--- src/rtl/snes_pkg.sv ---
// Shared SNES pad-link definitions used by the pad emulator and the bus snooper.
// Word width, button bit positions on the wire, and the emulator state type.
package snes_pkg;

  localparam int SNES_BITS = 16;

  typedef logic [SNES_BITS-1:0] snes_word_t;

  localparam int BTN_B      = 0;
  localparam int BTN_Y      = 1;
  localparam int BTN_SELECT = 2;
  localparam int BTN_START  = 3;
  localparam int BTN_UP     = 4;
  localparam int BTN_DOWN   = 5;
  localparam int BTN_LEFT   = 6;
  localparam int BTN_RIGHT  = 7;
  localparam int BTN_A      = 8;
  localparam int BTN_X      = 9;
  localparam int BTN_L      = 10;
  localparam int BTN_R      = 11;
  // Bits 12..15 carry the controller ID.
  localparam int ID_LSB     = 12;

  typedef enum logic {
    ST_LOAD,
    ST_SHIFT
  } snes_state_e;

endpackage

--- src/rtl/snes_sync_edge.sv ---
// Synchronizer plus rising-edge detect for one console pin.
// SNES_PAD_GLITCH_FILTER_EN adds a stability filter after the synchronizer.
module snes_sync_edge
  import snes_pkg::*;
#(
  parameter int SYNC_STAGES   = 2,
  parameter int FILTER_CYCLES = 2
) (
  input  logic clk,
  input  logic reset,
  input  logic din,
  output logic level,
  output logic rise
);

  logic [SYNC_STAGES-1:0] sync;
  logic                   synced;
  logic                   prev;

  always_ff @(posedge clk) begin
    if (reset) begin
      sync <= '0;
    end else begin
      sync <= {sync[SYNC_STAGES-2:0], din};
    end
  end

  assign synced = sync[SYNC_STAGES-1];

`ifdef SNES_PAD_GLITCH_FILTER_EN
  localparam int CW = $clog2(FILTER_CYCLES + 1);

  logic [CW-1:0] cnt;
  logic          filt;

  // Level only follows once the new value held for FILTER_CYCLES cycles.
  always_ff @(posedge clk) begin
    if (reset) begin
      cnt  <= '0;
      filt <= 1'b0;
    end else if (synced == filt) begin
      cnt  <= '0;
    end else if (cnt == CW'(FILTER_CYCLES - 1)) begin
      cnt  <= '0;
      filt <= synced;
    end else begin
      cnt  <= cnt + 1'b1;
    end
  end

  assign level = filt;
`else
  assign level = synced;
`endif

  always_ff @(posedge clk) begin
    if (reset) begin
      prev <= 1'b0;
    end else begin
      prev <= level;
    end
  end

  assign rise = level & ~prev;

endmodule

--- src/rtl/snes_pad_emulator.sv ---
// SNES controller-side emulator: shifts a 16-bit pad word out to the console.
// Define SNES_PAD_GLITCH_FILTER_EN to filter the latch/clk inputs.
module snes_pad_emulator
  import snes_pkg::*;
#(
  parameter int   SYNC_STAGES   = 2,
  parameter logic FILL_BIT      = 1'b0,
  parameter int   FILTER_CYCLES = 2
) (
  input  logic       clk,
  input  logic       reset,
  input  logic       snes_latch,
  input  logic       snes_clk,
  input  snes_word_t pad_state,
  input  logic       pad_load,
  output logic       snes_data,
  output logic       busy,
  output logic       frame_done
);

  logic        latch_level;
  logic        latch_rise;
  logic        clk_level;
  logic        clk_rise;
  snes_state_e state;
  snes_word_t  shadow;
  snes_word_t  shift;
  logic [4:0]  count;
  logic        done_pend;

  snes_sync_edge #(
    .SYNC_STAGES  (SYNC_STAGES),
    .FILTER_CYCLES(FILTER_CYCLES)
  ) u_latch (
    .clk  (clk),
    .reset(reset),
    .din  (snes_latch),
    .level(latch_level),
    .rise (latch_rise)
  );

  snes_sync_edge #(
    .SYNC_STAGES  (SYNC_STAGES),
    .FILTER_CYCLES(FILTER_CYCLES)
  ) u_clk (
    .clk  (clk),
    .reset(reset),
    .din  (snes_clk),
    .level(clk_level),
    .rise (clk_rise)
  );

  assign state = latch_level ? ST_LOAD : ST_SHIFT;

  // done_pend delays the pulse so it lines up with FILL_BIT on snes_data.
  always_ff @(posedge clk) begin
    if (reset) begin
      shadow     <= 16'hFFFF;
      shift      <= 16'hFFFF;
      count      <= 5'd16;
      snes_data  <= 1'b1;
      done_pend  <= 1'b0;
      frame_done <= 1'b0;
    end else begin
      if (pad_load) begin
        shadow <= pad_state;
      end
      done_pend  <= 1'b0;
      frame_done <= done_pend;
      snes_data  <= shift[0];
      unique case (state)
        ST_LOAD: begin
          shift <= pad_load ? pad_state : shadow;
          count <= 5'd0;
        end
        ST_SHIFT: begin
          if (clk_rise) begin
            shift <= {FILL_BIT, shift[SNES_BITS-1:1]};
            if (count != 5'd16) begin
              count <= count + 5'd1;
            end
            if (count == 5'd15) begin
              done_pend <= 1'b1;
            end
          end
        end
        default: begin
          count <= 5'd16;
        end
      endcase
    end
  end

  assign busy = (count >= 5'd1) && (count <= 5'd15) && !latch_level;

  logic unused;
  assign unused = latch_rise ^ clk_level;

endmodule

--- config.mk ---
export PLATFORM = sky130hd
export DESIGN_NAME = snes_pad_emulator
export DESIGN_NICKNAME = d
export VERILOG_FILES = /design/src/rtl/snes_pkg.sv /design/src/rtl/snes_sync_edge.sv /design/src/rtl/snes_pad_emulator.sv
export SDC_FILE = /design/constraint.sdc
export NUM_CORES = 1
export LEC_CHECK = 0
export BUFFER_PORTS_ARGS = -buffer_cell sky130_fd_sc_hd__buf_2
export CAP_MARGIN = 15
export CORE_ASPECT_RATIO = 0.5
export CORE_MARGIN = 2
export CORE_UTILIZATION = 59
export CTS_BUF_LIST = sky130_fd_sc_hd__clkbuf_2 sky130_fd_sc_hd__clkbuf_4 sky130_fd_sc_hd__clkbuf_8
export DETAILED_ROUTE_END_ITERATION = 10
export PLACE_DENSITY = 0.85
export SYNTH_ARGS = -nofsm -noshare
export SYNTH_HDL_FRONTEND = slang
export SYNTH_SLANG_ARGS = --single-unit
export TNS_END_PERCENT = 20
--- constraint.sdc ---
create_clock -name clk -period 1.7 [get_ports clk]
set_input_delay 0 -clock clk [delete_from_list [all_inputs] [get_ports clk]]
set_output_delay 0 -clock clk [all_outputs]
set_load 0.05 [all_outputs]
==> results of run 1 <==
stage by stage:
stage	power (mW)	cell area [µm²]	instances	setup TNS, ns	hold slack (ns)
after floorplan	1.36	1970	193	0	0.128
after global placement	1.41	2120	250	0	0.207
after detailed placement	1.42	2120	250	0	0.215
after CTS	2.26	2330	265	0	0.00883
after global routing	2.35	2380	266	-0.0259	0.0112
final	2.26	2380	266	0	0.0102
power by group through the flow:
stage               sequential [mW]  combinational (mW)  clock [mW]
CTS                            1.13               0.275       0.857
floorplan                      1.16               0.201           0
finish                         1.13               0.280       0.847
global placement               1.15               0.253           0
detailed placement             1.16               0.262           0
global route                   1.13               0.308       0.913
layout make-up:
class | count | area, µm²
Tap cell | 40 | 50.0
Multi-Input combinational cell | 130 | 1030
Clock inverter | 1 | 30.0
Fill cell | 205 | 698
Sequential cell | 45 | 911
Inverter | 5 | 18.8
Timing Repair Buffer | 38 | 254
Clock buffer | 7 | 90.1
worst max path at each step:
stage                   from        to  slack, ns  depth (start not counted)
finish              count[1]      busy       0.04                          6
global route        count[1]      busy      -0.03                          6
CTS                 count[0]  count[2]       0.03                          6
detailed placement  count[0]  count[2]       0.11                          5
global placement    count[0]      busy       0.19                          6
floorplan           count[0]      busy       0.17                          5
worst reg2reg max path, cell delays in order, from the launching register on:
cell      delay (ns)
dfxtp_4         0.36
buf_4           0.13
inv_1           0.09
ha_1            0.22
nor4bb_4        0.17
or4b_1          0.48
o21ai_0         0.09
registers in the layout (all words and copies together), names as in the netlist:
signal / count
frame_done: 1
u_latch.sync: 2
shift: 16
done_pend: 1
u_clk.prev: 1
u_clk.sync: 2
snes_data: 1
shadow: 16
count: 5
cells in the mapped netlist (all sizes together):
cell type / number / area [µm²]
dfxtp: 45 / 901
nor2: 31 / 116
nand2b: 16 / 100
or2: 16 / 100
a2111o: 15 / 169
mux2: 15 / 199
buf: 8 / 62.6
nor2b: 8 / 50.1
clkbuf: 5 / 18.8
inv: 5 / 18.8
ha: 4 / 50.1
nand2: 3 / 11.3
a21oi: 2 / 10.0
and3: 2 / 12.5
o21ai: 2 / 10.0
a2111oi: 1 / 8.76
a211oi: 1 / 7.51
a21boi: 1 / 7.51
a2bb2oi: 1 / 8.76
a311oi: 1 / 8.76
a41o: 1 / 10.0
and2b: 1 / 8.76
mux2i: 1 / 10.0
nand3: 1 / 5.00
nand4: 1 / 6.26
nor3b: 1 / 7.51
nor4: 1 / 6.26
nor4bb: 1 / 10.0
o22ai: 1 / 6.26
or3: 1 / 6.26
or4b: 1 / 10.0
what timing repair did:
| action | CTS | global route |
|---|---|---|
| endpoints found under the hold margin | 3 | 0 |
| pin swaps | 1 | 2 |
| setup endpoints to repair | 1 | 5 |
| hold buffers | 3 | 0 |
| resized for setup | 8 | 10 |
| setup buffers | 4 | 1 |
cell usage in the layout, fill, tap and decap left out, types with 2 or more instances in the layout:
| cell | instances |
|---|---|
| clkbuf_8 | 6 |
| mux2_4 | 8 |
| buf_2 | 22 |
| ha_4 | 2 |
| dfxtp_4 | 2 |
| dfxtp_1 | 41 |
| dlygate4sd3_1 | 3 |
| a2111o_1 | 15 |
| nand2_1 | 3 |
| o21ai_0 | 2 |
| dfxtp_2 | 2 |
| or2_2 | 16 |
| nor2b_1 | 8 |
| buf_4 | 11 |
| nand2b_1 | 16 |
| mux2_2 | 7 |
| inv_1 | 5 |
| nor2_1 | 30 |
| ha_1 | 2 |
cells by family after synthesis:
kind of cell / Yosys count / synth area share
AOI/OAI and AO/OA: 26 / 0.126
muxes: 16 / 0.107
and+or+nand+nor: 84 / 0.230
buffers and inverters: 18 / 0.0512
adders and majority gates: 4 / 0.0256
DFF: 45 / 0.460
metal layers:
| metal | global-route usage | vias up |
|---|---|---|
| met5 | 0 | - |
| met4 | 0.0857 | 0 |
| met3 | 0.0823 | 10 |
| met2 | 0.366 | 37 |
| met1 | 0.262 | 703 |
| li1 | - | 726 |
==> qor.log, run 1 <==
qor: run_status.outcome completed
qor: sta.peak_freq 0.602 GHz
qor: clock_tree.cts_htree_levels 2
qor: setup_path.crit_path_max_incr_delay 0.38 ns
qor: sta.min_clock_period_post_route 1.66 ns
qor: floorplanning.std_cell_rows 14
qor: sta.final.period_utilization 0.978
qor: power.comb_power_share 0.124
qor: layout.fin_util 0.774
qor: logic_synthesis.syn-mean-instance-area 10.1 µm²
qor: placed_design.pre_cts_ws 0.111 ns
qor: clock_tree.cts_tree yes
qor: detailed_routing.post_drt_via_cell_ratio 5.55
qor: clock_tree.cts_buffers 5
qor: logic_synthesis.synth_seq_cells 45
qor: global_routing.vias_in_the_first_global_route 1,380
qor: setup_path.worst_setup_path_start_kind register
qor: sta.slew_headroom 0.512
qor: placed_design.detailed_place_hpwl 2370 µm
qor: floorplanning.die_w 85.4 µm
qor: setup_path.critical_path_peak_fanout 4
qor: floorplanning.die-area 3820 µm²
qor: sta.timing.clock.skew 0.00598 ns
qor: sta.setup_slack 0.0381 ns
qor: floorplanning.die_h 44.7 µm
qor: layout.diodes 0
qor: logic_synthesis.synth.yosys.seq_area_share 0.460
qor: logic_synthesis.ys_warn_count 0
qor: sta.hold_violations 0
qor: logic_synthesis.synth_nets 218
qor: layout.area_delta_synth_final 21.9%
qor: power.power_switching 505 µW
qor: detailed_routing.drtIter0Drc 72
qor: power.power.sequential.fraction 0.500
qor: detailed_routing.route.met3.wl 192 µm
qor: run.max_cap_violations 0
qor: detailed_routing.detailroute.wirelength.met2 1840 µm
qor: setup_path.r2r_end count[0]
qor: setup_path.critical_path.reg2reg.startpoint count[0]
qor: clock_tree.clock_tree.buffer_depth 2
qor: global_routing.largest_net_degree_at_the_start_of_global_routing 32
qor: detailed_routing.highest_layer met4
qor: power.power-per-cell-area 946 nW/µm²
qor: layout.drive_gt1_frac 0.385
qor: power.power_leakage 1.02 nW
qor: global_routing.grt_pass1_wl 6240 µm
qor: global_routing.overflow 0
qor: sta.tightestPinTransition 0.714 ns
qor: power.pwr-share-clk 0.375
qor: worst_hold_path.hp-start reset
qor: global_routing.initial_antenna_violation_count 0
qor: setup_path.cp_cell_sequence ha_4, and3_4, ha_4, a21oi_2, a311oi_4, buf_6
qor: setup_path.most_frequent_cp_cell ha_4
qor: detailed_routing.route.detailed.drc 0
qor: sta.setup_viol 0
qor: placed_design.gp_routability_congestion 0.778
qor: setup_path.crit_arrival 1.66 ns
qor: detailed_routing.totalWireLength 3950 µm
qor: setup_path.setup.worst_path.class reg2out
qor: detailed_routing.number_of_search_and_repair_iterations_in_the_first_detailed_routing_pass 4
qor: logic_synthesis.synthDistinctLibCells 36
qor: logic_synthesis.post_synthesis_instance_area 1960 µm²
qor: sta.maxSlewViolCount 0
qor: power.p_sw_frac 0.224
qor: floorplanning.pin_count 24
qor: power.internal_power 1.75 mW
qor: detailed_routing.drt-met1-wl 1840 µm
qor: setup_path.worst-r2r-cell-count 6
qor: logic_synthesis.netlist_instances 193
qor: setup_path.endpoint_kind output port
qor: placed_design.io_buffer_count 23
qor: setup_path.crit_path_top_delay_cell dfxtp_4
qor: detailed_routing.detail-route-antenna-nets 0
qor: setup_path.cp.required 1.70 ns
qor: clock_tree.clkSlewWorstSetupHoldPaths 0.08 ns
qor: clock_tree.clock_sink_count 45
qor: power.max-vdd-ir-drop 0.000807 V
qor: worst_hold_path.hold_class in2reg
qor: worst_hold_path.hold-path-endpoint u_clk.sync[1]
qor: setup_path.reg2reg_slack 0.09 ns
qor: floorplanning.core 3080 µm²
qor: clock_tree.worstSkewPairLatency 0.30 ns
qor: clock_tree.clockRootBuffer clkbuf_8
qor: setup_path.worst-path-buf-inv 1
qor: detailed_routing.detail_route.wl_per_cell 14.8 µm
qor: global_routing.grt.total_usage 0.218
qor: worst_hold_path.holdPathStages 2
qor: detailed_routing.num_vias 1,476
qor: setup_path.timing.critical_path.max_delay_family flip-flops
qor: sta.setup_repair_after_global_routing_missed_its_margin yes
qor: layout.fin_nets 250
qor: floorplanning.initial_core_util 0.635
No activity file was read; power rests on OpenSTA's default activity.
==> run 2: changes to the inputs <==
--- a/config.mk
+++ b/config.mk
@@ -7,9 +7,11 @@
 export LEC_CHECK = 0
 export BUFFER_PORTS_ARGS = -buffer_cell sky130_fd_sc_hd__buf_2
 export CAP_MARGIN = 15
+export CELL_PAD_IN_SITES_DETAIL_PLACEMENT = 1
+export CELL_PAD_IN_SITES_GLOBAL_PLACEMENT = 1
 export CORE_ASPECT_RATIO = 0.5
 export CORE_MARGIN = 2
-export CORE_UTILIZATION = 59
+export CORE_UTILIZATION = 46
 export CTS_BUF_LIST = sky130_fd_sc_hd__clkbuf_2 sky130_fd_sc_hd__clkbuf_4 sky130_fd_sc_hd__clkbuf_8
 export DETAILED_ROUTE_END_ITERATION = 10
 export PLACE_DENSITY = 0.85
==> run 2 against run 1 <==
Compared with the run above:
- the flow now finishes with violations (setup timing)
- count of clock-buffer cells in the layout shrank 1
- first-iteration DRC count shrank 39%
- clock power decreased by 20%
- total power shrank 6.9%
- sequential power about the same
- register-to-register slack about the same
- fmax down 3.4%
- via count grew 1.0%
- setup slack worse by 0.059 ns
- non-clock buffer count fell by 3
- routed wire length increased by 22%
- critical path type unchanged
- highest routed layer unchanged
==> qor.log, run 2 (same netlist as run 1, synthesis figures left out) <==
qor: setup_path.crit_arrival 1.72 ns [+0.06 ns]
qor: clock_tree.cts_htree_levels 2 [unchanged]
qor: worst_hold_path.hold_class in2reg
qor: placed_design.io_buffer_count 23 [unchanged]
qor: layout.area_delta_synth_final 18.5%
qor: run_status.violations setup timing
qor: clock_tree.cts_buffers 5 [unchanged]
qor: setup_path.endpoint_kind output port
qor: detailed_routing.detail-route-antenna-nets 0 [unchanged]
qor: detailed_routing.number_of_search_and_repair_iterations_in_the_first_detailed_routing_pass 4 [unchanged]
qor: placed_design.detailed_place_hpwl 2770 µm [+17%]
qor: layout.diodes 0 [unchanged]
qor: detailed_routing.num_vias 1,491 [+1.0%]
qor: setup_path.setup.worst_path.class reg2out
qor: detailed_routing.route.detailed.drc 0 [unchanged]
qor: setup_path.critical_path.reg2reg.startpoint u_latch.sync[1]
qor: sta.peak_freq 0.581 GHz [-3.4%]
qor: floorplanning.die_h 50.1 µm [+12%]
qor: power.power_leakage 0.978 nW [-4.0%]
qor: floorplanning.core 3980 µm² [+29%]
qor: placed_design.gp_routability_congestion 0.752 [-3.4%]
qor: floorplanning.std_cell_rows 16 [+2]
qor: sta.maxSlewViolCount 0 [unchanged]
qor: global_routing.initial_antenna_violation_count 0 [unchanged]
qor: clock_tree.clock_tree.buffer_depth 2 [unchanged]
qor: setup_path.critPathLaunch count[1]
qor: setup_path.critical_path_peak_fanout 6 [+2]
qor: sta.setup_viol 1 [+1]
qor: setup_path.worst_setup_path_start_kind register
qor: sta.tightestPinTransition 0.540 ns [-0.174 ns]
qor: detailed_routing.detail_route.wl_per_cell 17.4 µm [+17%]
qor: floorplanning.pin_count 24 [unchanged]
qor: layout.final_cell_mix 43 x dfxtp_1, 31 x nor2_1, 22 x buf_2
qor: layout.layout_commonest_cell dfxtp_1
qor: global_routing.grt.total_usage 0.206 [-0.0122]
qor: global_routing.vias_in_the_first_global_route 1,533 [+11%]
qor: layout.drive_gt1_frac 0.354 [-0.0307]
qor: floorplanning.initial_core_util 0.491 [-0.144]
qor: layout.fin_util 0.582 [-0.191]
qor: detailed_routing.totalWireLength 4810 µm [+22%]
qor: layout.reg_top3 shadow x16, shift x16, count x5
qor: detailed_routing.drtIter0Drc 44 [-39%]
qor: setup_path.cp.required 1.70 ns [about the same]
qor: sta.slew_headroom 0.637 [+0.125]
qor: power.max-vdd-ir-drop 0.000679 V [-16%]
qor: layout.fin_nets 247 [-1.2%]
qor: global_routing.largest_net_degree_at_the_start_of_global_routing 26 [-19%]
qor: sta.final.period_utilization 1.01 [+0.0347]
qor: detailed_routing.post_drt_via_cell_ratio 5.38 [-3.0%]
qor: run_status.outcome finished, violations left
qor: sta.timing.clock.skew 0.00346 ns [-0.00252 ns]
qor: sta.min_clock_period_post_route 1.72 ns [+0.0590 ns]
qor: floorplanning.die-area 4820 µm² [+26%]
qor: sta.setup_repair_after_global_routing_missed_its_margin yes
qor: clock_tree.worstSkewPairLatency 0.30 ns [about the same]
qor: sta.finalSetupTns -0.0209 ns [-0.0209 ns]
qor: layout.fillers 444 [+120%]
qor: clock_tree.clock_sink_count 45 [unchanged]
qor: worst_hold_path.hp-start pad_state[6]
qor: power.power-per-cell-area 906 nW/µm² [-4.3%]
qor: sta.setup_slack -0.0209 ns [-0.0590 ns]
qor: clock_tree.clkSlewWorstSetupHoldPaths 0.08 ns [about the same]
qor: floorplanning.die_w 96.2 µm [+13%]
qor: clock_tree.cts_tree yes
qor: global_routing.overflow 0 [unchanged]
qor: sta.hold_violations 0 [unchanged]
qor: run.max_cap_violations 0 [unchanged]
qor: clock_tree.clockRootBuffer clkbuf_8
qor: global_routing.grt_pass1_wl 7330 µm [+17%]
[run 2: changes by cell type in the layout (fill, tap and decap cells not counted)]
cell	change
nor2_1	+1
bufinv_16	-1
buf_4	-3
nor4_1	+1
nor2_2	-1
clkbuf_8	-1
dfxtp_1	+2
nor4bb_1	+1
dfxtp_2	-2
clkinv_2	+2
nor4_2	-1
nor4bb_4	-1
[run 2: through the flow]
stage | hold WS, ns | setup WS (ns) | area (µm²) | instances | total power [mW]
2_1_floorplan | 0.128 | 0.169 | 1970 | 193 | 1.36
3_3_place_gp | 0.211 | 0.159 | 2140 | 264 | 1.41
3_5_place_dp | 0.217 | 0.0842 | 2140 | 264 | 1.43
4_1_cts | 0.0129 | 0.00256 | 2280 | 276 | 2.09
5_1_grt | 0.0194 | -0.175 | 2320 | 277 | 2.20
6_report | 0.0177 | -0.0209 | 2320 | 277 | 2.10
[run 2: what timing repair did]
| item | CTS | global route |
|---|---|---|
| setup endpoints to repair | 1 | 2 |
| endpoints found under the hold margin | 3 | 0 |
| buffers inserted | 1 | 1 |
| pin swaps | 1 | 2 |
| gates resized for setup | 8 | 4 |
| hold buffers | 3 | 0 |
[run 2: layout make-up]
class | instances | area [µm²] | area share
multi-input cells | 130 | 1010 | 0.434
flip-flops and latches | 45 | 908 | 0.392
repair buffers | 35 | 231 | 0.0998
clock buffers | 6 | 76.3 | 0.0329
well taps | 54 | 67.6 | 0.0291
inverters | 5 | 18.8 | 0.00809
clock inverters | 2 | 10.0 | 0.00432
[run 2: metal layers]
metal | up-vias | wire [µm] | global-route usage
met5 | - | 0 | 0
met4 | 0 | 59 | 0.0548
met3 | 5 | 189 | 0.0657
met2 | 26 | 2380 | 0.360
met1 | 736 | 2180 | 0.243
li1 | 724 | - | -
[run 2: worst paths after layout]
path | cells past startpoint | slack (ns) | to
hold reg to reg | 1 | 0.45 | u_latch.sync[1]
hold / removal | 3 | 0.02 | shadow[6]
setup / recovery | 5 | -0.02 | busy
setup reg to reg | 4 | 0.08 | count[0]
[run 2: where the power goes]
group | total (mW) | switching (mW) | internal (mW)
logic | 0.290 | 0.146 | 0.144
registers | 1.13 | 0.0200 | 1.11
clock network | 0.680 | 0.378 | 0.302
[run 2: worst max-delay path, cell delays in order, from the launching register on]
cell and delay, ns:
dfxtp_4 0.39, inv_1 0.07, ha_1 0.19, nor4_1 0.42
a311oi_4 0.16, buf_6 0.18
==> run 3: changes to the inputs <==
--- a/config.mk
+++ b/config.mk
@@ -15,6 +15,7 @@
 export CTS_BUF_LIST = sky130_fd_sc_hd__clkbuf_2 sky130_fd_sc_hd__clkbuf_4 sky130_fd_sc_hd__clkbuf_8
 export DETAILED_ROUTE_END_ITERATION = 10
 export PLACE_DENSITY = 0.85
+export REMOVE_ABC_BUFFERS = 1
 export SYNTH_ARGS = -nofsm -noshare
 export SYNTH_HDL_FRONTEND = slang
 export SYNTH_SLANG_ARGS = --single-unit
==> run 3 against run 2 <==
Compared with the run above:
- sequential power barely moved
- total power increased by 8.0%
- combinational power shrank 4%
- flip-flop and latch count unchanged
- critical path depth up 1
- the flow now finishes without violations
- critical endpoint unchanged
==> qor.log, run 3 (same netlist as run 1, synthesis figures left out) <==
qor: run_status.outcome completed
qor: worst_hold_path.hold_class in2reg
qor: layout.fillers 474 [+6.8%]
qor: placed_design.dpl-instance-area 2110 µm² [-1.5%]
qor: global_routing.vias_in_the_first_global_route 1,531 [-0.13%]
qor: sta.peak_freq 0.594 GHz [+2.2%]
qor: setup_path.worst_setup_path_start_kind register
qor: power.power_leakage 0.979 nW [+0.13%]
qor: layout.final_cell_mix 43 x dfxtp_1, 31 x nor2_1, 22 x buf_2
qor: layout.drive_gt1_frac 0.332 [-0.0224]
qor: setup_path.cp.required 1.70 ns [about the same]
qor: detailed_routing.detail-route-antenna-nets 0 [unchanged]
qor: floorplanning.die_w 96.2 µm [unchanged]
qor: setup_path.critical_path_peak_fanout 6 [unchanged]
qor: placed_design.detailed_place_hpwl 2620 µm [-5.5%]
qor: clock_tree.worstSkewPairLatency 0.30 ns [about the same]
qor: clock_tree.clock_sink_count 45 [unchanged]
qor: sta.tightestPinTransition 0.497 ns [-0.0435 ns]
qor: sta.slew_headroom 0.669 [+0.0323]
qor: sta.maxSlewViolCount 0 [unchanged]
qor: floorplanning.pin_count 24 [unchanged]
qor: setup_path.setup.worst_path.class reg2out
qor: run.max_cap_violations 0 [unchanged]
qor: placed_design.gp_routability_congestion 0.679 [-9.6%]
qor: layout.area_delta_synth_final 16.8%
qor: power.power-per-cell-area 993 nW/µm² [+9.7%]
qor: placed_design.pre_cts_ws 0.152 ns [+0.0677 ns]
qor: detailed_routing.post_drt_via_cell_ratio 5.31 [-1.3%]
qor: sta.setup_repair_after_global_routing_missed_its_margin yes
qor: detailed_routing.number_of_search_and_repair_iterations_in_the_first_detailed_routing_pass 4 [unchanged]
qor: detailed_routing.detail_route.wl_per_cell 15.9 µm [-8.5%]
qor: floorplanning.die_h 50.1 µm [unchanged]
qor: power.max-vdd-ir-drop 0.000463 V [-32%]
qor: global_routing.grt_pass1_wl 7400 µm [+1.0%]
qor: clock_tree.cts_tree yes
qor: layout.post-route-cell-area 2280 µm² [-1.5%]
qor: layout.diodes 0 [unchanged]
qor: clock_tree.cts_buffers 5 [unchanged]
qor: sta.setup_viol 0 [-1]
qor: detailed_routing.num_vias 1,455 [-2.4%]
qor: clock_tree.cts_htree_levels 2 [unchanged]
qor: sta.hold_violations 0 [unchanged]
qor: layout.reg_top3 shadow x16, shift x16, count x5
qor: clock_tree.clkSlewWorstSetupHoldPaths 0.08 ns [about the same]
qor: floorplanning.die-area 4820 µm² [unchanged]
qor: sta.min_clock_period_post_route 1.68 ns [-0.0364 ns]
qor: power.total_power 2.27 mW [+8.0%]
qor: global_routing.largest_net_degree_at_the_start_of_global_routing 36 [+38%]
qor: layout.fin_nets 244 [-1.2%]
qor: layout.stdcell_count 274 [-1.1%]
qor: global_routing.grt.total_usage 0.207 [+0.00110]
qor: sta.setup_slack 0.0155 ns [+0.0364 ns]
qor: placed_design.total_placed_cells_including_tap_cells 262 [-0.76%]
qor: setup_path.crit_arrival 1.68 ns [-0.04 ns]
qor: sta.final.period_utilization 0.991 [-0.0214]
qor: clock_tree.clock_tree.buffer_depth 2 [unchanged]
qor: detailed_routing.totalWireLength 4350 µm [-9.5%]
qor: floorplanning.core 3980 µm² [unchanged]
qor: detailed_routing.drtIter0Drc 66 [+50%]
qor: layout.fin_util 0.573 [-0.00879]
qor: setup_path.endpoint_kind output port
qor: global_routing.overflow 0 [unchanged]
qor: global_routing.initial_antenna_violation_count 0 [unchanged]
qor: floorplanning.initial_core_util 0.491 [unchanged]
qor: floorplanning.std_cell_rows 16 [unchanged]
qor: detailed_routing.route.detailed.drc 0 [unchanged]
qor: placed_design.io_buffer_count 23 [unchanged]
qor: layout.layout_commonest_cell dfxtp_1
qor: clock_tree.clockRootBuffer clkbuf_8
qor: sta.timing.clock.skew 0.00747 ns [+0.00401 ns]
run 3: final cells by class:
cell class	instances	area (µm²)	area share
multi-input cells	130	965	0.422
flip-flops and latches	45	908	0.398
repair buffers	32	205	0.0898
clock buffers	7	90.1	0.0394
well taps	54	67.6	0.0296
clock inverters	1	30.0	0.0131
inverters	5	18.8	0.00821
run 3: metal layers:
metal  wire length (µm)  track usage  vias up  share of wire
met5                  0            0        -              0
met4                 85       0.0810        0          0.020
met3                126       0.0566       10          0.029
met2               2190        0.363       18           0.50
met1               1950        0.238      713           0.45
li1                   -            -      714              -
run 3: worst paths after layout:
| check | startpoint | to | slack [ns] | depth (start not counted) |
|---|---|---|---|---|
| worst min register to register | done_pend | frame_done | 0.44 | 1 |
| worst min-delay path | pad_state[9] | shadow[9] | 0.02 | 3 |
| worst max register to register | count[0] | count[2] | 0.13 | 6 |
| worst max-delay path | count[1] | busy | 0.02 | 6 |
run 3: power by group:
group | leakage, nW | internal, mW | switching (mW)
Combinational | 0.545 | 0.139 | 0.140
Sequential | 0.373 | 1.11 | 0.0188
Clock | 0.0619 | 0.495 | 0.366
run 3: per-stage QoR:
step                      setup TNS [ns]  hold WS (ns)
final                                  0        0.0174
after global routing             -0.0742        0.0248
after global placement                 0         0.207
after detailed placement               0         0.216
after floorplan                   -0.468        0.0716
after CTS                              0        0.0121
run 3: timing repair:
action	CTS	global route
pin swaps	1	0
setup endpoints to repair	1	3
hold buffers	3	0
gates resized for setup	6	1
buffers inserted	1	0
endpoints found under the hold margin	3	0
run 3: worst max-delay path, cell delays in order, from the launching register on:
cell and delay [ns]:
dfxtp_4 0.37, ha_2 0.19, and3_1 0.16, ha_1 0.16
a21oi_1 0.04, a311oi_1 0.22, buf_4 0.25
